## src/rtl/tis_pkg.sv

```systemverilog
// Shared TIS100 definitions used by node port logic, channels and the mesh top.
package tis_pkg;

  localparam int unsigned TIS_WORD_W  = 8;
  localparam int unsigned TIS_STALL_W = 16;

  typedef logic [TIS_WORD_W-1:0] tis_word_t;

endpackage

```

## src/rtl/tis_chan_stats.sv

```systemverilog
// Saturating writer-stall counter for a TIS100 port channel.
// Counts cycles in which stall_evt is high; holds at all-ones instead of wrapping.
module tis_chan_stats
  import tis_pkg::*;
(
  input  logic                   clk,
  input  logic                   reset,
  input  logic                   flush,
  input  logic                   stall_evt,
  output logic [TIS_STALL_W-1:0] stall_cnt
);

  // Saturating count; flush clears it alongside the channel contents.
  always_ff @(posedge clk or negedge reset) begin
    if (!reset) begin
      stall_cnt <= '0;
    end else if (flush) begin
      stall_cnt <= '0;
    end else if (stall_evt && (stall_cnt != '1)) begin
      stall_cnt <= stall_cnt + 1'b1;
    end
  end

endmodule

```

## src/rtl/tis_port_channel.sv

```systemverilog
// Blocking point-to-point link between two TIS100 nodes: a DEPTH-entry
// circular buffer with valid/ready on both sides and no bypass path.
// Optional writer-stall statistics are built when TIS_CHAN_STATS_EN is defined;
// otherwise stall_cnt reads zero and no counter exists.
module tis_port_channel
  import tis_pkg::*;
#(
  parameter int unsigned WIDTH = TIS_WORD_W,
  parameter int unsigned DEPTH = 2
) (
  input  logic                       clk,
  input  logic                       reset,
  input  logic                       flush,
  input  logic                       wr_valid,
  input  logic [WIDTH-1:0]           wr_data,
  output logic                       wr_ready,
  output logic                       rd_valid,
  output logic [WIDTH-1:0]           rd_data,
  input  logic                       rd_ready,
  output logic [$clog2(DEPTH+1)-1:0] level,
  output logic [TIS_STALL_W-1:0]     stall_cnt
);

  localparam int unsigned PW = (DEPTH > 1) ? $clog2(DEPTH) : 1;
  localparam int unsigned CW = $clog2(DEPTH+1);
  localparam logic [CW-1:0] FULL    = CW'(DEPTH);
  localparam logic [PW-1:0] LASTPTR = PW'(DEPTH-1);

  logic [WIDTH-1:0] mem [DEPTH];
  logic [PW-1:0]    wrPtr;
  logic [PW-1:0]    rdPtr;
  logic [CW-1:0]    count;
  logic             push;
  logic             pop;

  // Handshake flags come from registered occupancy only; flush suppresses both.
  always_comb begin
    wr_ready = (count != FULL);
    rd_valid = (count != '0);
    push     = wr_valid && wr_ready && !flush;
    pop      = rd_valid && rd_ready && !flush;
  end

  assign rd_data = mem[rdPtr];
  assign level   = count;

  // Pointer and occupancy update; explicit wrap keeps DEPTH=1 pointers at zero.
  always_ff @(posedge clk or negedge reset) begin
    if (!reset) begin
      wrPtr <= '0;
      rdPtr <= '0;
      count <= '0;
    end else if (flush) begin
      wrPtr <= '0;
      rdPtr <= '0;
      count <= '0;
    end else begin
      if (push) wrPtr <= (wrPtr == LASTPTR) ? '0 : wrPtr + 1'b1;
      if (pop)  rdPtr <= (rdPtr == LASTPTR) ? '0 : rdPtr + 1'b1;
      if (push && !pop)      count <= count + 1'b1;
      else if (pop && !push) count <= count - 1'b1;
    end
  end

  // Storage; cleared on reset so the head reads zero, untouched by flush.
  always_ff @(posedge clk or negedge reset) begin
    if (!reset) begin
      for (int unsigned i = 0; i < DEPTH; i++) mem[i] <= '0;
    end else if (push) begin
      mem[wrPtr] <= wr_data;
    end
  end

`ifdef TIS_CHAN_STATS_EN
  logic stallEvt;
  assign stallEvt = wr_valid && !wr_ready;

  tis_chan_stats uStats (
    .clk       (clk),
    .reset     (reset),
    .flush     (flush),
    .stall_evt (stallEvt),
    .stall_cnt (stall_cnt)
  );
`else
  assign stall_cnt = '0;
`endif

endmodule

```

## config.mk

```make
export PLATFORM = sky130hd
export DESIGN_NAME = tis_port_channel
export DESIGN_NICKNAME = d
export VERILOG_FILES = /design/src/rtl/tis_pkg.sv /design/src/rtl/tis_chan_stats.sv /design/src/rtl/tis_port_channel.sv
export SDC_FILE = /design/constraint.sdc
export NUM_CORES = 1
export LEC_CHECK = 0
export ABC_AREA = 1
export BUFFER_PORTS_ARGS = -buffer_cell sky130_fd_sc_hd__buf_2
export CORE_MARGIN = 2
export CORE_UTILIZATION = 45
export CTS_BUF_LIST = sky130_fd_sc_hd__clkbuf_2 sky130_fd_sc_hd__clkbuf_4 sky130_fd_sc_hd__clkbuf_8
export CTS_CLUSTER_SIZE = 16
export DETAILED_ROUTE_END_ITERATION = 10
export HOLD_SLACK_MARGIN = 0.1
export PLACE_DENSITY_LB_ADDON = 0.1
export REMOVE_ABC_BUFFERS = 1
export SYNTH_ARGS = -nofsm -noshare
export SYNTH_HDL_FRONTEND = slang
export SYNTH_SLANG_ARGS = --single-unit
export TNS_END_PERCENT = 10
```

## constraint.sdc

```tcl
create_clock -name clk -period 1.7 [get_ports clk]
set_clock_uncertainty 0.05 [all_clocks]
set_input_delay 0.085 -clock clk [delete_from_list [all_inputs] [get_ports clk]]
set_output_delay 0.085 -clock clk [all_outputs]
set_load 0.005 [all_outputs]
```

==> impl_metrics.csv <==
group,metric,value,unit
run_status,status,"complete, no violations",
pwr,comb_power_share,41.8,%
floorplanning,die_outline_area,2898,um2
floorplanning,dieHeight,53.83,um
floorplanning,io-pin-count,41,
route,vias,903,
placed_design,dp_hpwl,1.426,mm
logic_synthesis,netlist_area,1117,um2
route,dr.pass1.iters,6,
timing,setup_repair_after_global_routing_missed_its_margin,"false",
cells_and_area,num-fill-cells,260,
clocking,clock_transition_at_the_registers_of_the_reported_paths,110,ps
cells_and_area,final_cell_area,1325,um2
timing,timing_max_transition_violations_final,0,
pwr,power.total,0.001897,W
logic_synthesis,post_synthesis_sequential_element_count,20,
floorplanning,initial_utilization,46.37,%
floorplanning,row_count,18,
floorplanning,core_footprint,2410,um2
pwr,sequentialPowerShare,43.9,%
critical_path,worstReg2RegStart,"level[0]",
route,postRouteAntennaNets,0,
pwr,power_density,1432,nW/um2
critical_path,crit_type,"in -> reg",
pwr,vdd_ir_drop_max,0.6707,mV
clocking,tritoncts_num_sinks,20,
global_routing,grt_max_degree,21,
placed_design,finalWeightedCongestion,0.7747,
min_path,worst_hold_path.num_cells,4,
logic_synthesis,seq_area_frac_synth,44.79,%
cells_and_area,num_antenna_cells,0,
route,post-route-drc-count,0,
timing,finalSetupViolCount,0,
timing,maxClockFrequency,662.9,MHz
critical_path,reg2reg_depth,6,
critical_path,critical_path.startpoint_type,"primary input",
critical_path,arrival_time_of_the_worst_setup_path,1640,ps
clocking,cts_htree_levels,1,
min_path,worst_hold_startpoint,"rd_ready",
global_routing,number_of_antenna_violations_at_the_first_check_in_global_routing,0,
floorplanning,dieWidth,53.83,um
critical_path,path_max_fanout,17,
logic_synthesis,synth_cells,142,
cells_and_area,layout.cells.most_common,"nand2_1",
clocking,cts_made_buffers,3,
clocking,ctsRootBufferMaster,"clkbuf_4",
logic_synthesis,yosys_warnings,0,
cells_and_area,nNetsFinal,191,
pwr,power_leakage,0.7709,nW
critical_path,startpoint,"flush",
clocking,clock_insertion_delay_worst_skew,290,ps
timing,finalCriticalPeriod,1508,ps
pwr,internal-power,0.001179,W
timing,whs,155.6,ps
global_routing,first_global_vias,792,
logic_synthesis,synth.lib_cells_used.distinct,19,
clocking,tritoncts_clock_tree,"yes",
pwr,netSwitchingFraction,37.85,%
route,drt-wirelength-per-cell,9.623,um
global_routing,grt_pass1_wl,3.318,mm
min_path,min-delay-path-class,"in -> reg",
global_routing,track_usage,16.09,%
timing,final.setup.tns,0,ps
critical_path,ff2ff_setup_slack,210,ps
cells_and_area,drive_gt1_share,23.73,%
placed_design,dpl_worst_slack,114.3,ps
pwr,power.switching,0.0007181,W
route,drt_iter0_markers,9,
cells_and_area,synthToLayoutAreaGrowth,18.59,%
critical_path,cp_data_required_time,1830,ps
pwr,clock_power_share,14.3,%
timing,layout_setup_ws,191.5,ps
global_routing,grt_overflow_total,0,
placed_design,port_buffers,24,
critical_path,r2r-end,"mem[14]",
cells_and_area,mostFrequentLayoutCells,"55 x nand2_1, 24 x buf_2, 20 x dfrtp_1",
route,route.detailed.vias_per_inst,4.362,
min_path,holdPathEnd,"rdPtr",
clocking,cts_buffer_depth,2,
route,wirelength_routed,1.992,mm
critical_path,worst_setup_path_end_kind,"register",
placed_design,placed_area,1179,um2
timing,fin_crit_sh,88.73,%
logic_synthesis,synth.avg_cell_area,7.868,um2
timing,number_of_hold_slack_violations_in_the_final_timing_report,0,
run,max_cap_violations,0,
==> sequential cells by signal, indices dropped and copies added (netlist names) <==
name	cells
rdPtr	1
wrPtr	1
level	2
mem	16
==> cell families (layout without fill, tap and decap cells) <==
kind of cell,count (synthesis),in the layout,share of synthesized area (%)
buf+inv,36,56,19.71
other cells,1,16,0.3356
compound gates,21,21,12.09
flops,20,20,44.79
simple gates,64,64,23.07
==> final cells by class <==
| cell class | count | area [um2] | share of cell area, % |
|---|---|---|---|
| flip-flops and latches | 20 | 500.5 | 37.77 |
| multi-input cells | 101 | 452.9 | 34.18 |
| repair buffers | 36 | 237.7 | 17.94 |
| inverters | 16 | 60.06 | 4.533 |
| well taps | 30 | 37.54 | 2.833 |
| clock buffers | 4 | 36.28 | 2.738 |
==> synthesized netlist by cell type <==
master	number	area share (%)
a21oi_1	3	1.3
buf_12	1	1.8
buf_2	1	0.45
buf_4	16	11
buf_6	1	1.0
clkbuf_1	1	0.34
clkinv_1	1	0.34
conb_1	1	0.34
dfrtp_1	20	45
inv_1	14	4.7
inv_2	1	0.34
nand2_1	55	18
nand2_2	2	1.1
nand3_1	3	1.3
nand3_2	1	0.90
nor2_1	2	0.67
o21ai_0	10	4.5
o21ai_2	8	6.3
or2_1	1	0.56
==> power groups by stage <==
stage | Clock, W | Sequential [W] | Combinational (W)
global placement | 0 | 0.000834 | 0.000779
CTS | 0.000285 | 0.000832 | 0.000813
global route | 0.000306 | 0.000865 | 0.000940
detailed placement | 0 | 0.000843 | 0.000791
floorplan | 0 | 0.000826 | 0.000499
finish | 0.000272 | 0.000832 | 0.000793
==> worst max-delay path by stage <==
stage	end	slack, ps	cells after the start
2_1_floorplan	mem[11]	260	6
3_3_place_gp	mem[9]	170	6
3_5_place_dp	mem[12]	110	6
4_1_cts	mem[14]	70	6
5_1_grt	mem[1]	20	6
6_report	mem[14]	190	7
==> stage by stage <==
| stage | utilization, % | std cells |
|---|---|---|
| 3_3_place_gp | 48.91 | 192 |
| 3_5_place_dp | 48.91 | 192 |
| 6_report | 54.98 | 207 |
| 5_1_grt | 54.98 | 207 |
| 4_1_cts | 54.98 | 207 |
| 2_1_floorplan | - | 137 |
==> critical path, cell delays in order <==
cell           delay [ps]
dlygate4sd3_1         530
buf_2                 130
inv_1                 140
nand3_2               130
or2_2                 450
nand2_1               130
o21ai_2                50
==> timing repair <==
item	in CTS	in global routing
endpoints found under the hold margin	40	0
setup endpoints to repair	0	8
setup buffers	0	0
resized for setup	0	1
hold buffers	11	0
==> layer usage <==
layer	GRT usage, %	vias up	routed length, um
met5	0	-	0
met4	5.128	0	15
met3	3.333	2	100
met2	26.83	33	956
met1	20.74	400	920
li1	-	468	-
Power figures use the tool's default switching activity.
